<file path="config.mk">
export PLATFORM = sky130hd
export DESIGN_NAME = tile_scheduler_flat
export DESIGN_NICKNAME = d
export VERILOG_FILES = /design/src/rtl/tile_scheduler_pkg.sv /design/src/rtl/tile_scheduler_if.sv /design/src/rtl/tile_scheduler_addr_gen.sv /design/src/rtl/tile_scheduler.sv /design/src/flat_wrapper.sv
export SDC_FILE = /design/constraint.sdc
export NUM_CORES = 1
export LEC_CHECK = 0
export ABC_AREA = 1
export CORE_ASPECT_RATIO = 1.2
export CORE_MARGIN = 2
export CORE_UTILIZATION = 60
export CTS_CLUSTER_SIZE = 25
export DETAILED_ROUTE_END_ITERATION = 8
export PLACE_DENSITY = 0.82
export SLEW_MARGIN = 5
export SYNTH_ARGS = -nofsm -noshare
export SYNTH_HDL_FRONTEND = slang
export SYNTH_SLANG_ARGS = --single-unit
</file>
<file path="constraint.sdc">
create_clock -name clk -period 7.35 [get_ports clk]
set_clock_uncertainty 0.1 [all_clocks]
set_input_delay 1.47 -clock clk [delete_from_list [all_inputs] [get_ports clk]]
set_output_delay 1.47 -clock clk [all_outputs]
set_load 0.02 [all_outputs]
</file>
<file path="src/rtl/tile_scheduler_pkg.sv">
// tile_sched_pkg: shared types and default constants for the tile scheduler.
//   tile_sched_state_t : FSM state encoding used by tile_scheduler.
//   DEF_*              : default parameter values (PE count, address width,
//                        vector / matrix / result base addresses).
// Optional feature macro used elsewhere in this slice: TILE_SCHED_PERF_EN.
package tile_sched_pkg;

  typedef enum logic [2:0] {
    IDLE  = 3'd0,
    CLEAR = 3'd1,
    FEED  = 3'd2,
    DRAIN = 3'd3,
    STORE = 3'd4,
    FIN   = 3'd5
  } tile_sched_state_t;

  localparam int unsigned DEF_PE_NUMBER = 32'd20;
  localparam int unsigned DEF_ADDR_W    = 32'd10;
  localparam int unsigned DEF_VEC_BASE  = 32'd0;
  localparam int unsigned DEF_MAT_BASE  = 32'd64;
  localparam int unsigned DEF_RES_BASE  = 32'd960;

endpackage

</file>
<file path="src/rtl/tile_scheduler_if.sv">
// tile_sched_if: host <-> scheduler bus.
//   Host side (master) drives : start, mat_rows, mat_cols.
//   Scheduler (slave) drives  : busy, done, arr_reset, read, l_d_o_addr,
//                               w_base_addr, res_wen, res_waddr
//                               (+ perf_cycles when TILE_SCHED_PERF_EN is defined).
interface tile_sched_if
  import tile_sched_pkg::*;
#(
  parameter int unsigned ADDR_W = DEF_ADDR_W
);
  logic              start;
  logic [ADDR_W-1:0] mat_rows;
  logic [ADDR_W-1:0] mat_cols;
  logic              busy;
  logic              done;
  logic              arr_reset;
  logic              read;
  logic [ADDR_W-1:0] l_d_o_addr;
  logic [ADDR_W-1:0] w_base_addr;
  logic              res_wen;
  logic [ADDR_W-1:0] res_waddr;
`ifdef TILE_SCHED_PERF_EN
  logic [31:0]       perf_cycles;
`endif

  modport master (
    output start, mat_rows, mat_cols,
`ifdef TILE_SCHED_PERF_EN
    input  perf_cycles,
`endif
    input  busy, done, arr_reset, read, l_d_o_addr, w_base_addr, res_wen, res_waddr
  );

  modport slave (
    input  start, mat_rows, mat_cols,
`ifdef TILE_SCHED_PERF_EN
    output perf_cycles,
`endif
    output busy, done, arr_reset, read, l_d_o_addr, w_base_addr, res_wen, res_waddr
  );

endinterface

</file>
<file path="src/rtl/tile_scheduler_addr_gen.sv">
// tile_addr_gen: per-tile address arithmetic for the scheduler.
//   rows, cols : latched job dimensions
//   tile       : current tile index
//   row_base   : tile*PE_NUMBER            (mod 2^ADDR_W), first result row
//   mat_base   : tile*PE_NUMBER*cols       (mod 2^ADDR_W), matrix offset of PE0
//   n_rows     : min(PE_NUMBER, rows - tile*PE_NUMBER), rows written this tile
//   last_tile  : no rows remain after this tile
module tile_addr_gen
  import tile_sched_pkg::*;
#(
  parameter int unsigned PE_NUMBER = DEF_PE_NUMBER,
  parameter int unsigned ADDR_W    = DEF_ADDR_W
) (
  input  logic [ADDR_W-1:0] rows,
  input  logic [ADDR_W-1:0] cols,
  input  logic [ADDR_W-1:0] tile,
  output logic [ADDR_W-1:0] row_base,
  output logic [ADDR_W-1:0] mat_base,
  output logic [ADDR_W-1:0] n_rows,
  output logic              last_tile
);

  logic [31:0] row_base_full_s;
  logic [31:0] rows_rem_s;
  logic [31:0] mat_base_full_s;

  // Row/matrix offsets are formed at 32 bits so the remaining-row test is exact;
  // only the address outputs are truncated (silent wrap).
  always_comb begin
    row_base_full_s = 32'(tile) * 32'(PE_NUMBER);
    rows_rem_s      = 32'(rows) - row_base_full_s;
    mat_base_full_s = row_base_full_s * 32'(cols);
    row_base        = row_base_full_s[ADDR_W-1:0];
    mat_base        = mat_base_full_s[ADDR_W-1:0];
    if (rows_rem_s > 32'(PE_NUMBER)) begin
      n_rows    = ADDR_W'(PE_NUMBER);
      last_tile = 1'b0;
    end else begin
      n_rows    = rows_rem_s[ADDR_W-1:0];
      last_tile = 1'b1;
    end
  end

endmodule

</file>
<file path="src/rtl/tile_scheduler.sv">
// tile_scheduler: sequences a matrix-vector job over a PE_NUMBER-row systolic
// array, one tile of PE_NUMBER matrix rows at a time:
//   CLEAR (1 cycle) -> FEED (cols cycles) -> DRAIN (PE_NUMBER-1 cycles)
//   -> STORE (valid rows of the tile) -> next tile or FIN.
// Ports:
//   clk   : clock
//   rst_n : synchronous active-low reset
//   bus   : tile_sched_if.slave (start/mat_rows/mat_cols in; busy, done,
//           arr_reset, read, l_d_o_addr, w_base_addr, res_wen, res_waddr out)
// Optional: define TILE_SCHED_PERF_EN to add bus.perf_cycles, which counts
// the job's cycles from the start cycle through the done cycle inclusive.
// All outputs are registered and computed from the next state, so they line
// up with the state they belong to.
module tile_scheduler
  import tile_sched_pkg::*;
#(
  parameter int unsigned PE_NUMBER = DEF_PE_NUMBER,
  parameter int unsigned ADDR_W    = DEF_ADDR_W,
  parameter int unsigned VEC_BASE  = DEF_VEC_BASE,
  parameter int unsigned MAT_BASE  = DEF_MAT_BASE,
  parameter int unsigned RES_BASE  = DEF_RES_BASE
) (
  input logic         clk,
  input logic         rst_n,
  tile_sched_if.slave bus
);

  localparam logic [ADDR_W-1:0] VEC_BASE_A  = ADDR_W'(VEC_BASE);
  localparam logic [ADDR_W-1:0] MAT_BASE_A  = ADDR_W'(MAT_BASE);
  localparam logic [ADDR_W-1:0] RES_BASE_A  = ADDR_W'(RES_BASE);
  localparam logic [ADDR_W-1:0] DRAIN_LAST  = ADDR_W'(PE_NUMBER - 32'd2);

  tile_sched_state_t state_r;
  logic [ADDR_W-1:0] rows_r;
  logic [ADDR_W-1:0] cols_r;
  logic [ADDR_W-1:0] tile_r;
  logic [ADDR_W-1:0] cnt_r;
  logic              busy_r;
  logic              done_r;
  logic              arr_reset_r;
  logic              read_r;
  logic              res_wen_r;
  logic [ADDR_W-1:0] l_d_o_addr_r;
  logic [ADDR_W-1:0] w_base_addr_r;
  logic [ADDR_W-1:0] res_waddr_r;

  logic [ADDR_W-1:0] cnt_inc_s;
  logic [ADDR_W-1:0] row_base_s;
  logic [ADDR_W-1:0] mat_base_s;
  logic [ADDR_W-1:0] n_rows_s;
  logic              last_tile_s;

  assign cnt_inc_s = cnt_r + ADDR_W'(1);

  tile_addr_gen #(
    .PE_NUMBER (PE_NUMBER),
    .ADDR_W    (ADDR_W)
  ) u_addr_gen (
    .rows      (rows_r),
    .cols      (cols_r),
    .tile      (tile_r),
    .row_base  (row_base_s),
    .mat_base  (mat_base_s),
    .n_rows    (n_rows_s),
    .last_tile (last_tile_s)
  );

  // Job FSM: state, counters and all registered outputs.
  always_ff @(posedge clk) begin
    if (!rst_n) begin
      state_r       <= IDLE;
      rows_r        <= '0;
      cols_r        <= '0;
      tile_r        <= '0;
      cnt_r         <= '0;
      busy_r        <= 1'b0;
      done_r        <= 1'b0;
      arr_reset_r   <= 1'b0;
      read_r        <= 1'b0;
      res_wen_r     <= 1'b0;
      l_d_o_addr_r  <= '0;
      w_base_addr_r <= '0;
      res_waddr_r   <= '0;
    end else begin
      // strobes are single-cycle unless the next state re-asserts them
      arr_reset_r <= 1'b0;
      read_r      <= 1'b0;
      res_wen_r   <= 1'b0;
      done_r      <= 1'b0;
      case (state_r)
        IDLE: begin
          if (bus.start) begin
            if ((bus.mat_rows != '0) && (bus.mat_cols != '0)) begin
              rows_r      <= bus.mat_rows;
              cols_r      <= bus.mat_cols;
              tile_r      <= '0;
              cnt_r       <= '0;
              busy_r      <= 1'b1;
              arr_reset_r <= 1'b1;
              state_r     <= CLEAR;
            end else begin
              // empty job: straight to the done pulse, array untouched
              busy_r  <= 1'b0;
              done_r  <= 1'b1;
              state_r <= FIN;
            end
          end else begin
            state_r <= IDLE;
          end
        end
        CLEAR: begin
          cnt_r         <= '0;
          read_r        <= 1'b1;
          l_d_o_addr_r  <= VEC_BASE_A;
          w_base_addr_r <= MAT_BASE_A + mat_base_s;
          state_r       <= FEED;
        end
        FEED: begin
          read_r <= 1'b1;
          if (cnt_r == (cols_r - ADDR_W'(1))) begin
            cnt_r <= '0;
            if (PE_NUMBER > 32'd1) begin
              state_r <= DRAIN;
            end else begin
              // single-PE array has no skew to flush
              res_wen_r   <= 1'b1;
              res_waddr_r <= RES_BASE_A + row_base_s;
              state_r     <= STORE;
            end
          end else begin
            cnt_r         <= cnt_inc_s;
            l_d_o_addr_r  <= VEC_BASE_A + cnt_inc_s;
            w_base_addr_r <= MAT_BASE_A + mat_base_s + cnt_inc_s;
            state_r       <= FEED;
          end
        end
        DRAIN: begin
          read_r <= 1'b1;
          if (cnt_r == DRAIN_LAST) begin
            cnt_r       <= '0;
            res_wen_r   <= 1'b1;
            res_waddr_r <= RES_BASE_A + row_base_s;
            state_r     <= STORE;
          end else begin
            cnt_r   <= cnt_inc_s;
            state_r <= DRAIN;
          end
        end
        STORE: begin
          if (cnt_r == (n_rows_s - ADDR_W'(1))) begin
            cnt_r <= '0;
            if (last_tile_s) begin
              busy_r  <= 1'b0;
              done_r  <= 1'b1;
              state_r <= FIN;
            end else begin
              tile_r      <= tile_r + ADDR_W'(1);
              arr_reset_r <= 1'b1;
              state_r     <= CLEAR;
            end
          end else begin
            cnt_r       <= cnt_inc_s;
            read_r      <= 1'b1;
            res_wen_r   <= 1'b1;
            res_waddr_r <= RES_BASE_A + row_base_s + cnt_inc_s;
            state_r     <= STORE;
          end
        end
        FIN: begin
          state_r <= IDLE;
        end
        default: begin
          busy_r  <= 1'b0;
          state_r <= IDLE;
        end
      endcase
    end
  end

`ifdef TILE_SCHED_PERF_EN
  logic [31:0] perf_cycles_r;

  // Job cycle counter: loads 1 for the start cycle, then counts every
  // non-idle cycle, so it holds the full job length after done.
  always_ff @(posedge clk) begin
    if (!rst_n) begin
      perf_cycles_r <= 32'd0;
    end else if (state_r == IDLE) begin
      if (bus.start) begin
        perf_cycles_r <= 32'd1;
      end else begin
        perf_cycles_r <= perf_cycles_r;
      end
    end else begin
      perf_cycles_r <= perf_cycles_r + 32'd1;
    end
  end

  assign bus.perf_cycles = perf_cycles_r;
`endif

  assign bus.busy        = busy_r;
  assign bus.done        = done_r;
  assign bus.arr_reset   = arr_reset_r;
  assign bus.read        = read_r;
  assign bus.l_d_o_addr  = l_d_o_addr_r;
  assign bus.w_base_addr = w_base_addr_r;
  assign bus.res_wen     = res_wen_r;
  assign bus.res_waddr   = res_waddr_r;

endmodule

</file>
<file path="src/flat_wrapper.sv">
// flat-port wrapper written by rule: the top's interface ports become plain ports
module tile_scheduler_flat import tile_sched_pkg::*;
#(
  parameter int unsigned PE_NUMBER = DEF_PE_NUMBER,
  parameter int unsigned ADDR_W    = DEF_ADDR_W,
  parameter int unsigned VEC_BASE  = DEF_VEC_BASE,
  parameter int unsigned MAT_BASE  = DEF_MAT_BASE,
  parameter int unsigned RES_BASE  = DEF_RES_BASE
)
  (clk, rst_n, bus_start, bus_mat_rows, bus_mat_cols, bus_busy, bus_done, bus_arr_reset, bus_read, bus_l_d_o_addr, bus_w_base_addr, bus_res_wen, bus_res_waddr);
  tile_sched_if #(.ADDR_W(ADDR_W)) bus_i ();
  input logic clk;
  input logic rst_n;
  input wire logic [$bits(bus_i.start)-1:0] bus_start;
  input wire logic [$bits(bus_i.mat_rows)-1:0] bus_mat_rows;
  input wire logic [$bits(bus_i.mat_cols)-1:0] bus_mat_cols;
  output wire logic [$bits(bus_i.busy)-1:0] bus_busy;
  output wire logic [$bits(bus_i.done)-1:0] bus_done;
  output wire logic [$bits(bus_i.arr_reset)-1:0] bus_arr_reset;
  output wire logic [$bits(bus_i.read)-1:0] bus_read;
  output wire logic [$bits(bus_i.l_d_o_addr)-1:0] bus_l_d_o_addr;
  output wire logic [$bits(bus_i.w_base_addr)-1:0] bus_w_base_addr;
  output wire logic [$bits(bus_i.res_wen)-1:0] bus_res_wen;
  output wire logic [$bits(bus_i.res_waddr)-1:0] bus_res_waddr;
  assign bus_i.start = bus_start;
  assign bus_i.mat_rows = bus_mat_rows;
  assign bus_i.mat_cols = bus_mat_cols;
  assign bus_busy = bus_i.busy;
  assign bus_done = bus_i.done;
  assign bus_arr_reset = bus_i.arr_reset;
  assign bus_read = bus_i.read;
  assign bus_l_d_o_addr = bus_i.l_d_o_addr;
  assign bus_w_base_addr = bus_i.w_base_addr;
  assign bus_res_wen = bus_i.res_wen;
  assign bus_res_waddr = bus_i.res_waddr;
  tile_scheduler #(.PE_NUMBER(PE_NUMBER), .ADDR_W(ADDR_W), .VEC_BASE(VEC_BASE), .MAT_BASE(MAT_BASE), .RES_BASE(RES_BASE)) u_core (.clk(clk), .rst_n(rst_n), .bus(bus_i));
endmodule
</file>
==> results of run 1 <==
==> cells by family (layout without fill, tap and decap cells) <==
| family | count (synthesis) | count (layout) | synth area share [%] |
|---|---|---|---|
| xor+xnor | 65 | 65 | 8.32 |
| fa+ha+maj | 76 | 76 | 15.5 |
| buf+inv | 183 | 225 | 10.7 |
| compound gates | 141 | 141 | 11.7 |
| flops | 76 | 76 | 22.2 |
| simple gates | 458 | 458 | 31.5 |
==> placed cells by master (no fill, tap or decap), types with 3 or more instances in the layout <==
cell	synthesis	routed
dfxtp_1	76	76
a21oi_2	18	18
nand4_1	14	14
clkdlybuf4s50_1	0	57
nand3b_1	6	6
fa_1	15	15
xor2_1	41	41
xnor2_1	24	24
ha_1	61	61
nand3_1	60	60
inv_2	8	8
nand2_1	241	241
clkbuf_16	0	9
nor3_1	10	10
a31oi_1	4	4
buf_4	3	4
inv_8	0	3
nand3_2	24	24
inv_1	137	137
nor2_1	75	75
a21oi_1	74	74
nand2_2	7	7
nor4_1	6	6
nor2_2	4	4
o21ai_0	36	36
==> Yosys cell counts (2+ instances only) <==
cell	number	area, µm²
a21oi_1	74	370
a21oi_2	18	158
a31oi_1	4	25.0
buf_2	5	25.0
buf_4	3	22.5
clkbuf_1	25	93.8
clkinv_1	2	7.51
dfxtp_1	76	1520
fa_1	15	300
ha_1	61	763
inv_1	137	514
inv_2	8	30.0
nand2_1	241	905
nand2_2	7	43.8
nand3_1	60	300
nand3_2	24	240
nand3_4	2	35.0
nand3b_1	6	45.0
nand4_1	14	87.6
nor2_1	75	282
nor2_2	4	25.0
nor2_4	2	22.5
nor3_1	10	50.1
nor4_1	6	37.5
o211ai_1	2	15.0
o21ai_0	36	180
o21bai_1	2	15.0
xnor2_1	24	210
xor2_1	41	359
==> where the power goes <==
group          internal (mW)  switching [mW]  total (mW)  leakage (nW)
clock                  0.272           0.207       0.480         0.152
sequential             0.433          0.0270       0.460         0.619
combinational          0.126           0.224       0.350          2.89
==> worst max-delay path, stage by stage, from the launching register on <==
cell and delay [ps]:
dfxtp_1 690, ha_1 350, ha_1 240, xor2_1 260, inv_1 200, nor2_1 150
fa_1 450, ha_1 340, fa_1 510, fa_1 520, ha_1 360, xnor2_1 240
xor2_1 210, inv_1 70, ha_1 310, a21oi_1 180, a21oi_1 80, o21ai_0 120
xor2_1 170, a21oi_1 70
==> per-stage QoR <==
stage / hold slack (ps) / utilization, % / instance area [µm²] / power, mW
final: 362 / 70.1 / 7770 / 1.29
after global routing: 383 / 70.1 / 7770 / 1.35
after CTS: 363 / 70.1 / 7770 / 1.29
after detailed placement: 354 / 67.3 / 7460 / 0.811
after global placement: 346 / 67.3 / 7460 / 0.804
after floorplan: 333 / - / 6840 / 0.718
==> worst max path at each step <==
stage	endpoint	slack, ps	cells after the start
floorplan	u_core.bus.w_base_addr[9]	2280	19
global placement	u_core.bus.w_base_addr[9]	1810	19
detailed placement	u_core.bus.w_base_addr[9]	1630	19
CTS	u_core.bus.w_base_addr[9]	1620	19
global route	u_core.state_r[2]	1160	38
finish	u_core.bus.w_base_addr[9]	1610	19
==> routing by layer <==
layer  vias up  wire (µm)  global-route usage, %
li1       3280          -                      -
met1      3034       7900                   40.5
met2       243       8090                   50.0
met3        34       1280                   4.67
met4         0        371                   9.88
met5         -          0                      0
==> registers in the layout (all words and copies together), names as in the netlist <==
signal,count
u_core.rows_r,10
u_core.tile_r,10
u_core.bus.arr_reset,1
u_core.bus.busy,1
u_core.cnt_r,10
u_core.bus.w_base_addr,10
u_core.cols_r,10
u_core.bus.read,1
u_core.bus.done,1
u_core.bus.res_wen,1
u_core.state_r,3
u_core.bus.l_d_o_addr,8
u_core.bus.res_waddr,10
==> cell type report <==
class,count,area (µm²),share of cell area [%]
multi-input cells,740,4590,59.0
flip-flops and latches,76,1520,19.6
repair buffers,61,601,7.73
inverters,148,557,7.16
clock buffers,9,225,2.90
well taps,154,193,2.48
clock inverters,7,88.8,1.14
==> impl_metrics.json, run 1 <==
{
  "status": "finished clean",
  "n_fill_cell": 941,
  "htreeDepth": 3,
  "routabilityCongestion": 0.942,
  "finalSetupViolCount": 0,
  "dp_slack_ps": 1630,
  "drv_cap": 0,
  "path_max_fanout": 13,
  "post_cts_buffers": 0,
  "die_x_um": 101,
  "start_kind": "flip-flop",
  "max-slew-margin-rel_pct": 21.1,
  "fin_ws_ps": 1610,
  "die_h_um": 121,
  "synth_seq_cells": 76,
  "grt_pass1_wl_mm": 29.5,
  "reg2regPathDepth": 19,
  "drv_slew": 0,
  "cts_inserted_buffers": 9,
  "grt_pass1_vias": 6267,
  "critPathCaptureType": "flip-flop",
  "num_rows": 42,
  "vias_per_cell": 5.52,
  "start_util_pct": 61.7,
  "synth_nets": 1098,
  "numPortBuffers": 57,
  "fmax_mhz": 174,
  "first_iter_violations": 501,
  "cts.clk_slew.worst_paths_ps": 70,
  "regToRegStartpoint": "u_core.tile_r[1]",
  "clockBufferDepth": 2,
  "core-area_um2": 11100,
  "cts_tree": "done",
  "synthesis.instances": 999,
  "areaGrowthSynthToFinish_pct": 13.6,
  "min_period_over_period_pct": 78.1,
  "grt_antenna_before_repair": 0,
  "cts.hold.buffers_added": 0,
  "clk_latency_ps": 340,
  "first_pass_iters": 5,
  "finalHoldViolCount": 0,
  "rsz0062_at_grt": "no",
  "power.leakage_nw": 3.66,
  "layout-drive-gt1-share_pct": 8.74,
  "required_ps": 7460,
  "holdPathEnd": "u_core.rows_r[2]",
  "regToRegEndpoint": "u_core.bus.w_base_addr[9]",
  "avgSynthCellArea_um2": 6.85,
  "tightest_slew_ps": 1170,
  "stdcell_count": 1195,
  "yosysSeqAreaShare_pct": 22.2,
  "drcViolationCount": 0,
  "synth-edff-count": 0,
  "power.density_nw_per_um2": 166,
  "cp-startpoint": "u_core.tile_r[1]",
  "dp_hpwl_mm": 13.4,
  "final.setup.tns_ps": 0,
  "crit_arrival_ps": 5850,
  "ys.flop_type": "dfxtp_1",
  "dieArea_um2": 12300,
  "whs_path_depth": 2,
  "grt.overflow.total": 0,
  "clock-sinks": 76,
  "grt_start_max_net_pins": 33,
  "cts_resized": 0,
  "crit_type": "reg2reg",
  "fin_crit_ps": 5740,
  "io_pins": 58,
  "layout.nets": 1135,
  "hp-class": "reg2reg",
  "grt_use_total_pct": 30.3,
  "ant_nets": 0,
  "wire_per_inst_um": 14.8,
  "ir_drop_mv": 0.155,
  "num_antenna_cells": 0,
  "yosysWarnings": 0,
  "hp-start": "u_core.rows_r[2]",
  "ys_async_sr_fraction_pct": 0,
  "cts_root_buffer": "clkbuf_16",
  "synth_area_um2": 6840,
  "synth.distinct_cells": 44,
  "routed_wl_mm": 17.6,
  "r2r_slack_ps": 1610,
  "num_vias": 6591,
  "placedCellCount": 1179
}
Note: power is estimated with default switching activity, not from simulation.
==> run 2: changes to the inputs <==
--- a/config.mk
+++ b/config.mk
@@ -8,10 +8,10 @@
 export ABC_AREA = 1
 export CORE_ASPECT_RATIO = 1.2
 export CORE_MARGIN = 2
-export CORE_UTILIZATION = 60
+export CORE_UTILIZATION = 54
 export CTS_CLUSTER_SIZE = 25
 export DETAILED_ROUTE_END_ITERATION = 8
-export PLACE_DENSITY = 0.82
+export PLACE_DENSITY = 0.78
 export SLEW_MARGIN = 5
 export SYNTH_ARGS = -nofsm -noshare
 export SYNTH_HDL_FRONTEND = slang
==> constraint.sdc (replaced) <==
create_clock -name clk -period 5 [get_ports clk]
set_clock_uncertainty 0.1 [all_clocks]
set_input_delay 1 -clock clk [delete_from_list [all_inputs] [get_ports clk]]
set_output_delay 1 -clock clk [all_outputs]
set_load 0.02 [all_outputs]
==> run 2 against run 1 <==
  * Core utilization down 2.7 points
  * Die area up 11%
  * Sequential power up 46%
  * Clock power up 47%
  * Critical path depth up 5
  * Sequential share of layout area down 1.5 points
  * Largest cell class unchanged
  * Worst setup slack worse by 1600 ps
==> impl_metrics.json, run 2 (synthesized netlist as in run 1, its figures left out) <==
{
  "clock-sinks": 76,
  "core-area_um2": 12500,
  "hp-class": "reg2reg",
  "finalSetupViolCount": 0,
  "crit_path_end": "u_core.bus.w_base_addr[9]",
  "start_util_pct": 54.7,
  "clk_latency_ps": 350,
  "cts_tree": "done",
  "crit_type": "reg2reg",
  "num_vias": 6872,
  "routed_wl_mm": 19.0,
  "power.density_nw_per_um2": 232,
  "wire_per_inst_um": 15.2,
  "fmax_mhz": 202,
  "first_pass_iters": 6,
  "ir_drop_mv": 0.173,
  "reg2regPathDepth": 24,
  "fin_ws_ps": 44.3,
  "numPortBuffers": 57,
  "cts_root_buffer": "clkbuf_16",
  "grt_start_max_net_pins": 34,
  "cp-startpoint": "u_core.tile_r[4]",
  "fin_area_um2": 8420,
  "layout.nets": 1182,
  "ant_nets": 0,
  "fin_total_pwr_mw": 1.95,
  "hp-start": "u_core.bus.l_d_o_addr[6]",
  "layout_commonest_cell": "nand2_1",
  "vias_per_cell": 5.49,
  "r2r_slack_ps": 40,
  "start_kind": "flip-flop",
  "max-slew-margin-rel_pct": 28.6,
  "critPathCaptureType": "flip-flop",
  "clockBufferDepth": 2,
  "routabilityCongestion": 0.938,
  "die_h_um": 127,
  "layout-drive-gt1-share_pct": 16.5,
  "drcViolationCount": 0,
  "power.leakage_nw": 3.89,
  "first_iter_violations": 495,
  "finalHoldViolCount": 0,
  "num_rows": 45,
  "crit_arrival_ps": 5070,
  "grt_use_total_pct": 28.1,
  "final_cell_mix": "237 x nand2_1, 129 x inv_1, 73 x dfxtp_1",
  "cts.hold.buffers_added": 0,
  "regToRegStartpoint": "u_core.tile_r[4]",
  "fin_crit_ps": 4960,
  "grt_antenna_before_repair": 0,
  "htreeDepth": 3,
  "grt.overflow.total": 0,
  "final.setup.tns_ps": 0,
  "regToRegEndpoint": "u_core.bus.w_base_addr[9]",
  "tightest_slew_ps": 1060,
  "required_ps": 5120,
  "dieArea_um2": 13600,
  "num_antenna_cells": 0,
  "dp_hpwl_mm": 13.9,
  "areaGrowthSynthToFinish_pct": 23.1,
  "final_util_pct": 67.4,
  "drv_cap": 0,
  "drv_slew": 0,
  "die_x_um": 107,
  "path_max_fanout": 3,
  "stdcell_count": 1252,
  "timing.hold.ws_ps": 366,
  "placed_cell_area_um2": 7830,
  "min_period_over_period_pct": 99.1,
  "grt_pass1_wl_mm": 30.7,
  "rsz0062_at_grt": "yes",
  "placedCellCount": 1231,
  "dp_slack_ps": -254,
  "cts_inserted_buffers": 9,
  "cts.clk_slew.worst_paths_ps": 70,
  "io_pins": 58,
  "status": "finished clean",
  "grt_pass1_vias": 6476
}
## run 2: cell count changes in the layout (fill, tap and decap cells not counted), sizes merged
cell    before  now
buf          4   51
clkinv       4    5
inv        149  148
## run 2: what timing repair did
item / CTS / global route
buffers inserted: 2 / 3
pin swaps: 14 / 23
gates resized for setup: 13 / 41
gates cloned: 0 / 0
endpoints found under the setup margin: 2 / 39
## run 2: worst min path at each step
stage,end,slack (ps),depth (start not counted)
finish,u_core.bus.l_d_o_addr[6],370,2
detailed placement,u_core.bus.l_d_o_addr[6],360,2
global placement,u_core.bus.busy,360,2
CTS,u_core.bus.l_d_o_addr[6],370,2
floorplan,u_core.rows_r[2],330,2
global route,u_core.bus.busy,390,2
## run 2: critical path, cell delays in order, from the launching register on
cell and delay [ps]:
dfxtp_2 340, ha_4 250, ha_4 300, xor2_4 180, buf_6 130, nand2_4 40
fa_1 560, inv_2 50, ha_4 260, inv_2 30, fa_1 520, inv_2 60
fa_2 390, xor2_2 190, ha_1 310, ha_1 310, inv_2 80, nor2_2 50
nor2_1 80, inv_1 50, a21oi_2 130, a21oi_1 70, o21ai_1 130, xor2_1 160
a21oi_1 80
## run 2: layout make-up
type	count	area, µm²
Timing Repair Buffer	108	973
Sequential cell	76	1530
Clock inverter	7	93.8
Inverter	148	557
Multi-Input combinational cell	740	4840
Tap cell	164	205
Fill cell	1064	4080
Clock buffer	9	225
## run 2: power by group
group / switching [mW] / internal (mW)
logic: 0.350 / 0.223
clock network: 0.307 / 0.401
registers: 0.0347 / 0.636
## run 2: layer usage
| metal | GRT usage (%) | vias to the layer above | routed length, µm |
|---|---|---|---|
| met3 | 3.47 | 63 | 1170 |
| met5 | 0 | - | 0 |
| met1 | 36.6 | 3159 | 8180 |
| met4 | 12.1 | 0 | 667 |
| li1 | - | 3379 | - |
| met2 | 46.8 | 271 | 9020 |
